==> src/rtl/timer_pkg.sv <==
// Stopwatch control shared types: state encoding and parameter defaults.
// Latency: n/a (declarations only).
// Backpressure: n/a (declarations only).
//
// Contents: state_e (IDLE=0, RUN=1, PAUSE=2, LAP=3), default tick divider and
// long-press length, and a helper that tells whether a state is timing.
package timer_pkg;

  typedef enum logic [1:0] {
    ST_IDLE  = 2'd0,
    ST_RUN   = 2'd1,
    ST_PAUSE = 2'd2,
    ST_LAP   = 2'd3
  } state_e;

  // 10 ms tick at 50 MHz; 2 s long press at 50 MHz.
  localparam int unsigned TICK_DIV_DEF    = 500000;
  localparam int unsigned LONG_CYCLES_DEF = 100000000;

  // RUN and LAP both keep the time counter advancing.
  function automatic logic is_running(input state_e s);
    return (s == ST_RUN) || (s == ST_LAP);
  endfunction

endpackage

==> src/rtl/press_detect.sv <==
// Button press detector: rising-edge event plus a long-press event after a hold.
// Latency: combinational outputs from the current level and registered history.
// Backpressure: none; events are single-cycle and must be consumed when seen.
//
// Ports:
//   clk, rst  - clock, synchronous active-high reset
//   btn_i     - debounced button level
//   press_o   - 1 in the first cycle the button reads 1 after reading 0
//   long_o    - 1 in the LONG_CYCLES-th consecutive cycle of a hold, once per hold
module press_detect
  import timer_pkg::*;
#(
  parameter int unsigned LONG_CYCLES = LONG_CYCLES_DEF
) (
  input  logic clk,
  input  logic rst,
  input  logic btn_i,
  output logic press_o,
  output logic long_o
);

  // One extra count value so the counter can park above the fire point.
  localparam int unsigned CW = $clog2(LONG_CYCLES + 1);
  localparam logic [CW-1:0] FIRE_AT = CW'(LONG_CYCLES - 1);
  localparam logic [CW-1:0] PARKED  = CW'(LONG_CYCLES);

  logic          prev_q;
  logic [CW-1:0] hold_q, hold_d;

  assign press_o = btn_i & ~prev_q;
  // hold_q holds the number of earlier consecutive high cycles, so the
  // current cycle is hold number hold_q+1.
  assign long_o  = btn_i && (hold_q == FIRE_AT);

  // Saturating at PARKED makes the long event fire once; a release re-arms it.
  always_comb begin
    hold_d = hold_q;
    if (!btn_i) begin
      hold_d = '0;
    end else if (hold_q != PARKED) begin
      hold_d = hold_q + CW'(1);
    end
  end

  always_ff @(posedge clk) begin
    if (rst) begin
      prev_q <= 1'b0;
      hold_q <= '0;
    end else begin
      prev_q <= btn_i;
      hold_q <= hold_d;
    end
  end

endmodule

==> src/rtl/timer_ctrl.sv <==
// Stopwatch controller: start/stop and lap/clear FSM with a tick divider.
// Latency: every output is registered, one cycle after the button event.
// Backpressure: none; pulses are single-cycle and not held for a consumer.
//
// Ports:
//   clk, rst            - clock, synchronous active-high reset
//   start_btn, lap_btn  - debounced button levels, 1 = pressed
//   tick                - one-cycle pulse every TICK_DIV cycles while timing
//   clear               - one-cycle pulse zeroing the time counter
//   lap_stb             - one-cycle pulse latching the displayed time
//   freeze              - display hold level, 1 exactly while in LAP
//   running             - 1 in RUN or LAP
//   state               - IDLE=0, RUN=1, PAUSE=2, LAP=3
module timer_ctrl
  import timer_pkg::*;
#(
  parameter int unsigned TICK_DIV    = TICK_DIV_DEF,
  parameter int unsigned LONG_CYCLES = LONG_CYCLES_DEF
) (
  input  logic       clk,
  input  logic       rst,
  input  logic       start_btn,
  input  logic       lap_btn,
  output logic       tick,
  output logic       clear,
  output logic       lap_stb,
  output logic       freeze,
  output logic       running,
  output logic [1:0] state
);

  localparam int unsigned DW = $clog2(TICK_DIV);
  localparam logic [DW-1:0] DIV_MAX = DW'(TICK_DIV - 1);

  logic start_ev, lap_ev, lap_long;
  logic start_long_unused;

  press_detect #(.LONG_CYCLES(LONG_CYCLES)) u_start (
    .clk    (clk),
    .rst    (rst),
    .btn_i  (start_btn),
    .press_o(start_ev),
    .long_o (start_long_unused)
  );

  press_detect #(.LONG_CYCLES(LONG_CYCLES)) u_lap (
    .clk    (clk),
    .rst    (rst),
    .btn_i  (lap_btn),
    .press_o(lap_ev),
    .long_o (lap_long)
  );

  state_e        state_q, state_d;
  logic [DW-1:0] div_q, div_d;
  logic          tick_q, tick_d;
  logic          clear_q, clear_d;
  logic          lap_stb_q, lap_stb_d;
  logic          freeze_q, running_q;

  // Priority: long press, then start, then short lap.
  always_comb begin
    state_d   = state_q;
    clear_d   = 1'b0;
    lap_stb_d = 1'b0;
    if (lap_long) begin
      state_d = ST_IDLE;
      clear_d = 1'b1;
    end else if (start_ev) begin
      case (state_q)
        ST_IDLE:  state_d = ST_RUN;
        ST_RUN:   state_d = ST_PAUSE;
        ST_PAUSE: state_d = ST_RUN;
        ST_LAP:   state_d = ST_PAUSE;
      endcase
    end else if (lap_ev) begin
      case (state_q)
        ST_IDLE:  state_d = ST_IDLE;
        ST_RUN: begin
          state_d   = ST_LAP;
          lap_stb_d = 1'b1;
        end
        ST_PAUSE: begin
          state_d = ST_IDLE;
          clear_d = 1'b1;
        end
        ST_LAP:   state_d = ST_RUN;
      endcase
    end
  end

  // Divider advances on cycles spent in RUN/LAP. If timing stops exactly at
  // the wrap point, the count parks at DIV_MAX so the owed tick is issued on
  // the first cycle after resuming instead of leaking into PAUSE.
  always_comb begin
    div_d  = div_q;
    tick_d = 1'b0;
    if (state_d == ST_IDLE) begin
      div_d = '0;
    end else if (is_running(state_q)) begin
      if (div_q == DIV_MAX) begin
        if (is_running(state_d)) begin
          div_d  = '0;
          tick_d = 1'b1;
        end
      end else begin
        div_d = div_q + DW'(1);
      end
    end
  end

  always_ff @(posedge clk) begin
    if (rst) begin
      state_q   <= ST_IDLE;
      div_q     <= '0;
      tick_q    <= 1'b0;
      clear_q   <= 1'b0;
      lap_stb_q <= 1'b0;
      freeze_q  <= 1'b0;
      running_q <= 1'b0;
    end else begin
      state_q   <= state_d;
      div_q     <= div_d;
      tick_q    <= tick_d;
      clear_q   <= clear_d;
      lap_stb_q <= lap_stb_d;
      freeze_q  <= (state_d == ST_LAP);
      running_q <= is_running(state_d);
    end
  end

  assign state   = state_q;
  assign tick    = tick_q;
  assign clear   = clear_q;
  assign lap_stb = lap_stb_q;
  assign freeze  = freeze_q;
  assign running = running_q;

endmodule

==> config.mk <==
export PLATFORM = sky130hd
export DESIGN_NAME = timer_ctrl
export DESIGN_NICKNAME = d
export VERILOG_FILES = /design/src/rtl/timer_pkg.sv /design/src/rtl/press_detect.sv /design/src/rtl/timer_ctrl.sv
export SDC_FILE = /design/constraint.sdc
export NUM_CORES = 1
export LEC_CHECK = 0
export CAP_MARGIN = 10
export CELL_PAD_IN_SITES_DETAIL_PLACEMENT = 0
export CELL_PAD_IN_SITES_GLOBAL_PLACEMENT = 2
export CORE_UTILIZATION = 43
export DETAILED_ROUTE_END_ITERATION = 10
export DONT_BUFFER_PORTS = 1
export GPL_TIMING_DRIVEN = 0
export PLACE_DENSITY_LB_ADDON = 0.15
export SETUP_SLACK_MARGIN = 0.15
export SLEW_MARGIN = 20
export SYNTH_ARGS = -nofsm -noshare
export SYNTH_HDL_FRONTEND = slang
export SYNTH_HIERARCHICAL = 1
export SYNTH_SLANG_ARGS = --single-unit
==> constraint.sdc <==
create_clock -name clk -period 5.4 [get_ports clk]
set_clock_uncertainty 0.2 [all_clocks]
set_input_delay 0.54 -clock clk [delete_from_list [all_inputs] [get_ports clk]]
set_output_delay 0.54 -clock clk [all_outputs]
set_load 0.02 [all_outputs]
# After elaboration in Yosys (flattened, before gate mapping)
# Cells that the tools add are included.
dict set report op_classes {
  addsub 2
  n_mul 0
  div_mod_pow 0
  order_cmp 0
  n_eq_ne 9
  shifts 0
  n_mux 13
  n_bitwise 8
  n_reduce_logical 12
}
# operator n
set ops {}
lappend ops {{19-bit two-way mux} 2}
lappend ops {{27-bit by 1-bit adder with 27-bit output (second input constant)} 1}
lappend ops {{27-bit == test (second input constant)} 1}
lappend ops {{27-bit != test (second input constant)} 1}
lappend ops {{19-bit by 1-bit adder with 19-bit output (second input constant)} 1}
lappend ops {{19-bit == test (second input constant)} 1}
lappend ops {{2-bit OR reduction} 4}
lappend ops {{4-bit OR reduction} 2}
lappend ops {{2-bit == test (second input constant)} 3}
lappend ops {{1-bit two-way mux} 6}
lappend ops {{2-bit two-way mux} 3}
lappend ops {{1-bit inverter} 6}
lappend ops {{2-bit case mux with 3 select lines} 1}
lappend ops {{2-bit by 1-bit == test with 1-bit output (second input constant)} 2}
lappend ops {{2-bit logical NOT} 2}
lappend ops {{2-bit case mux with 2 select lines} 1}
lappend ops {{1-bit AND} 2}
lappend ops {{1-bit logical OR} 2}
lappend ops {{2-bit by 1-bit != test with 1-bit output (second input constant)} 1}
lappend ops {{2-bit AND reduction} 1}
lappend ops {{1-bit logical AND} 1}
dict set report totals {
  ff_bits 55
  latch_bits 0
  mem_bits_rw 0
  mem_bits_ro 0
  inputBits 4
  out_inout_bits 7
  memories 0
}

# Depth between registers and ports, before layout
dict set report logic_depth {
  ltp_word 10
  ltp_mapped 11
  depth_no_buf 8
}

# Hierarchy
# The synthesis kept the hierarchy.
# module n_inst cells_per_inst area_each_um2 seq_area_each_um2
set by_module_without_submodules {}
lappend by_module_without_submodules {press_detect 2 161 1382.6 560.5}
lappend by_module_without_submodules {timer_ctrl 1 167 1348.8 520.5}

# Least setup slack after synthesis
# Ideal clock, no wire load.
dict set report synth_path {
  path_type {register -> register}
  start {register u_lap.hold_q[3]}
  end {register div_q[9]}
  setup_ns 0.133
  arrival_ns 2.234
  required_time_ns 5.067
  path_slack_ns 2.832
  path_stages_with_launch 12
  path_cell_list {dfxtp_1 and4_1 buf_4 nand3_1 nor4_1 or2_1 a21o_1 buf_2 a21oi_1 buf_4 a21oi_1 o22ai_1}
}
dict set report synth_via {
  elab_chain_len 7
}
# item line
set synth_rtl {}
lappend synth_rtl {{start: declaration} press_detect.sv:28} ;# logic [CW-1:0] hold_q, hold_d;
lappend synth_rtl {{start signal: assignment} press_detect.sv:51} ;# hold_q <= hold_d;
lappend synth_rtl {{27-bit == test (*)} press_detect.sv:33} ;# assign long_o = btn_i && (hold_q == FIRE_AT);
lappend synth_rtl {{1-bit logical AND (*)} press_detect.sv:33}
lappend synth_rtl {{named net lap_long} timer_ctrl.sv:35} ;# logic start_ev, lap_ev, lap_long;
lappend synth_rtl {{2-bit two-way mux (*)} timer_ctrl.sv:66} ;# if (lap_long) begin
lappend synth_rtl {{2-bit by 1-bit == test with 1-bit output / 2-bit == test (equally long branches)} timer_pkg.sv:22} ;# return (s == ST_RUN) || (s == ST_LAP);
lappend synth_rtl {{1-bit logical OR} timer_pkg.sv:22}
lappend synth_rtl {{2-bit by 1-bit != test with 1-bit output (no source line)} -}
lappend synth_rtl {{2-bit AND reduction (no source line)} -}
lappend synth_rtl {{end signal: assignment} timer_ctrl.sv:123} ;# div_q <= div_d;
lappend synth_rtl {{end: declaration} timer_ctrl.sv:55} ;# logic [DW-1:0] div_q, div_d;
# Mark *: on every way through the listed nets, which the timed path passes. The rest lies on a longest branch.
# A chain may end at the register's enable or synchronous reset.

# Worst setup path in the final report
dict set report layout_path {
  start {register u_lap.hold_q[2]}
  end {register div_q[9]}
}
# Same word-level chain as after synthesis.

==> flow_results.xml <==
<?xml version="1.0" encoding="UTF-8"?>
<metrics>
  <group name="run_status">
    <metric name="status" unit="">finished clean</metric>
  </group>
  <group name="global_routing">
    <metric name="grt_pass1_vias" unit="">2054</metric>
    <metric name="number_of_antenna_violations_at_the_first_check_in_global_routing" unit="">0</metric>
    <metric name="grt_pass1_wl" unit="mm">10.2</metric>
    <metric name="grt_usage" unit="%">19.8</metric>
    <metric name="grt.overflow.total" unit="">0</metric>
    <metric name="grt_max_degree" unit="">18</metric>
  </group>
  <group name="floorplan">
    <metric name="core_area" unit="um^2">6060</metric>
    <metric name="ioPinCount" unit="">11</metric>
    <metric name="floorplan.rows" unit="">28</metric>
    <metric name="floorplan.initialDensity" unit="%">45.8</metric>
    <metric name="floorplan.die_area" unit="um^2">6780</metric>
    <metric name="floorplan.die.width" unit="um">82.3</metric>
    <metric name="die_y" unit="um">82.3</metric>
  </group>
  <group name="placement">
    <metric name="placement.io_buffers" unit="">0</metric>
    <metric name="detailedPlacementHpwl" unit="mm">4.44</metric>
    <metric name="gp_congestion" unit="">0.757</metric>
    <metric name="placed_cells_incl_taps" unit="">409</metric>
    <metric name="detailed_place.area" unit="um^2">2870</metric>
  </group>
  <group name="drt">
    <metric name="drt_wl_total" unit="mm">6.26</metric>
    <metric name="avgViaCountPerCell" unit="">5.77</metric>
    <metric name="route.vias.total" unit="">2405</metric>
    <metric name="detailedRoute.firstPassIterationCount" unit="">4</metric>
    <metric name="drtIter0Drc" unit="">77</metric>
    <metric name="postRouteAntennaNets" unit="">0</metric>
    <metric name="drcViolationCount" unit="">0</metric>
    <metric name="avgRoutedWirePerCell" unit="um">15.0</metric>
  </group>
  <group name="finish">
    <metric name="layout_commonest_cell" unit="">dfxtp_1</metric>
    <metric name="finish.cell_count_without_fillers" unit="">417</metric>
    <metric name="n_antenna_cell" unit="">0</metric>
    <metric name="post_route_cells_drive_above_1_share" unit="%">8.48</metric>
    <metric name="finish.net_count" unit="">348</metric>
    <metric name="layout_area_growth_over_synthesis" unit="%">6.58</metric>
    <metric name="post-route-cell-area" unit="um^2">2960</metric>
    <metric name="mostFrequentLayoutCells" unit="">dfxtp_1 (55), a21oi_1 (35), nor2_1 (28)</metric>
    <metric name="final_core_utilization" unit="%">48.8</metric>
    <metric name="n_fill_cell" unit="">615</metric>
  </group>
  <group name="setup_path">
    <metric name="timing.critical_path.required" unit="ns">5.38</metric>
    <metric name="reg2reg_slack" unit="ns">2.10</metric>
    <metric name="crit_start" unit="">u_lap/hold_q[2]$_SDFFE_PP0P_</metric>
    <metric name="max_stage_delay" unit="ns">0.90</metric>
    <metric name="critical_path.startpoint_type" unit="">register</metric>
    <metric name="r2r_start" unit="">u_lap/hold_q[2]$_SDFFE_PP0P_</metric>
    <metric name="worst-r2r-cell-count" unit="">11</metric>
    <metric name="path_cells" unit="">and4_1, buf_4, nand3_1, nor4_1, or2_1, a21o_1, buf_2, a21oi_1, buf_4, a21oi_1, o22ai_1</metric>
    <metric name="rr_endpoint" unit="">div_q[9]$_SDFFE_PP0P_</metric>
    <metric name="endpoint_kind" unit="">register</metric>
    <metric name="worst_path_max_delay_cell" unit="">nor4_1</metric>
    <metric name="critical_path.max_fanout" unit="">10</metric>
    <metric name="critPathArrivalTime" unit="ns">3.27</metric>
    <metric name="criticalPathCategory" unit="">reg2reg</metric>
  </group>
  <group name="clocking">
    <metric name="cts-hold-fix-buffers" unit="">0</metric>
    <metric name="cts-buffers-inserted" unit="">5</metric>
    <metric name="clkLatencyLatePin" unit="ns">0.31</metric>
    <metric name="clock_sink_count" unit="">55</metric>
    <metric name="cts_buffer_depth" unit="">2</metric>
    <metric name="worst_setup_hold_path_clk_slew" unit="ns">0.11</metric>
    <metric name="clock_tree_from_tritoncts" unit="">yes</metric>
    <metric name="cts_root_buf" unit="">clkbuf_8</metric>
    <metric name="post_cts_resize_count" unit="">0</metric>
    <metric name="h-tree-depth" unit="">2</metric>
    <metric name="cts_setup_buffers" unit="">0</metric>
  </group>
  <group name="sta">
    <metric name="drv_slew" unit="">0</metric>
    <metric name="rsz_0062_raised_after_global_routing" unit="">false</metric>
    <metric name="finalHoldViolations" unit="">0</metric>
    <metric name="worst_slew_pin_slew" unit="ns">1.01</metric>
    <metric name="fmaxAchievable" unit="GHz">0.303</metric>
    <metric name="worst_max_slew_margin_expressed_relative_to_the_limit" unit="%">31.8</metric>
    <metric name="timing.final.setup_violations" unit="">0</metric>
    <metric name="timing.final.crit_share" unit="%">61.1</metric>
    <metric name="timing.setup.tns" unit="ns">0</metric>
    <metric name="period_minus_slack" unit="ns">3.30</metric>
  </group>
  <group name="power">
    <metric name="power.internal" unit="mW">0.517</metric>
    <metric name="static-leakage-power" unit="nW">0.927</metric>
    <metric name="irDropWorstVdd" unit="uV">98.4</metric>
    <metric name="combinationalPowerShare" unit="%">6.8</metric>
    <metric name="power.share.switching" unit="%">25.6</metric>
    <metric name="power_frac_seq" unit="%">59.9</metric>
    <metric name="p_sw" unit="mW">0.178</metric>
    <metric name="power_per_cell_area" unit="nW/um^2">235</metric>
    <metric name="clkPwrFrac" unit="%">33.3</metric>
  </group>
  <group name="worst_hold_path">
    <metric name="worst_hold_startpoint" unit="">rst</metric>
    <metric name="hold_depth" unit="">1</metric>
    <metric name="hold_removal_path_class" unit="">in2reg</metric>
    <metric name="worstHoldEndpoint" unit="">freeze$_SDFF_PP0_</metric>
  </group>
  <group name="synth">
    <metric name="postSynthAreaPerCell" unit="um^2">8.31</metric>
    <metric name="synth.net_count" unit="">341</metric>
    <metric name="yosys_warnings" unit="">6</metric>
    <metric name="syn-cell-area" unit="um^2">2780</metric>
    <metric name="synthCells" unit="">334</metric>
  </group>
  <group name="job">
    <metric name="max-cap-violations" unit="">0</metric>
  </group>
</metrics>
## sequential cells by signal (all words and copies together) (netlist names)
name,cells
u_lap/hold_q,27
div_q,19
state,2
clear,1
freeze,1
lap_stb,1
running,1
tick,1
u_lap/prev_q,1
u_start/prev_q,1
## power groups by stage
stage / Sequential [mW] / Combinational (mW) / Clock [mW]
global placement: 0.426 / 0.0471 / 0
detailed placement: 0.426 / 0.0477 / 0
floorplan: 0.425 / 0.0360 / 0
finish: 0.416 / 0.0472 / 0.231
global route: 0.417 / 0.0533 / 0.257
CTS: 0.416 / 0.0478 / 0.242
## per-layer routing
| layer | share of wire [%] | GRT usage [%] | vias to the layer above |
|---|---|---|---|
| li1 | - | - | 1241 |
| met2 | 42 | 28.9 | 36 |
| met5 | 0 | 0 | - |
| met1 | 54 | 29.4 | 1126 |
| met3 | 3.6 | 3.74 | 2 |
| met4 | 0.53 | 5.26 | 0 |
## worst max-delay path: cells and delay by family (launching register included)
family / cells / cell delay, ns
buffers and inverters: 3 / 0.57
and+or+nand+nor: 4 / 1.57
AOI/OAI and AO/OA: 4 / 0.42
DFF: 1 / 0.42
## how the worst max path moves through the flow
| stage | to | depth (start not counted) | slack (ns) |
|---|---|---|---|
| finish | div_q[9]$_SDFFE_PP0P_ | 11 | 2.10 |
| floorplan | div_q[9]$_SDFFE_PP0P_ | 11 | 2.83 |
| global placement | div_q[0]$_SDFFE_PP0P_ | 9 | 2.17 |
| detailed placement | div_q[9]$_SDFFE_PP0P_ | 11 | 2.16 |
| global route | div_q[9]$_SDFFE_PP0P_ | 11 | 1.82 |
| CTS | div_q[0]$_SDFFE_PP0P_ | 9 | 2.14 |
## layout make-up
| class | count | area, um^2 | area share, % |
|---|---|---|---|
| multi-input cells | 249 | 1530 | 51.7 |
| flip-flops and latches | 55 | 1100 | 37.2 |
| well taps | 75 | 93.8 | 3.17 |
| plain buffers | 15 | 87.6 | 2.96 |
| clock buffers | 5 | 68.8 | 2.33 |
| inverters | 15 | 56.3 | 1.90 |
| clock inverters | 3 | 20.0 | 0.677 |
## metrics by stage
step	power (mW)	worst slack (ns)	hold WS (ns)
5_1_grt	0.728	1.82	0.0618
2_1_floorplan	0.461	2.83	0.248
4_1_cts	0.706	2.14	0.0679
3_5_place_dp	0.473	2.16	0.279
3_3_place_gp	0.473	2.17	0.261
6_report	0.695	2.10	0.0802
Power figures use the tool's default switching activity.
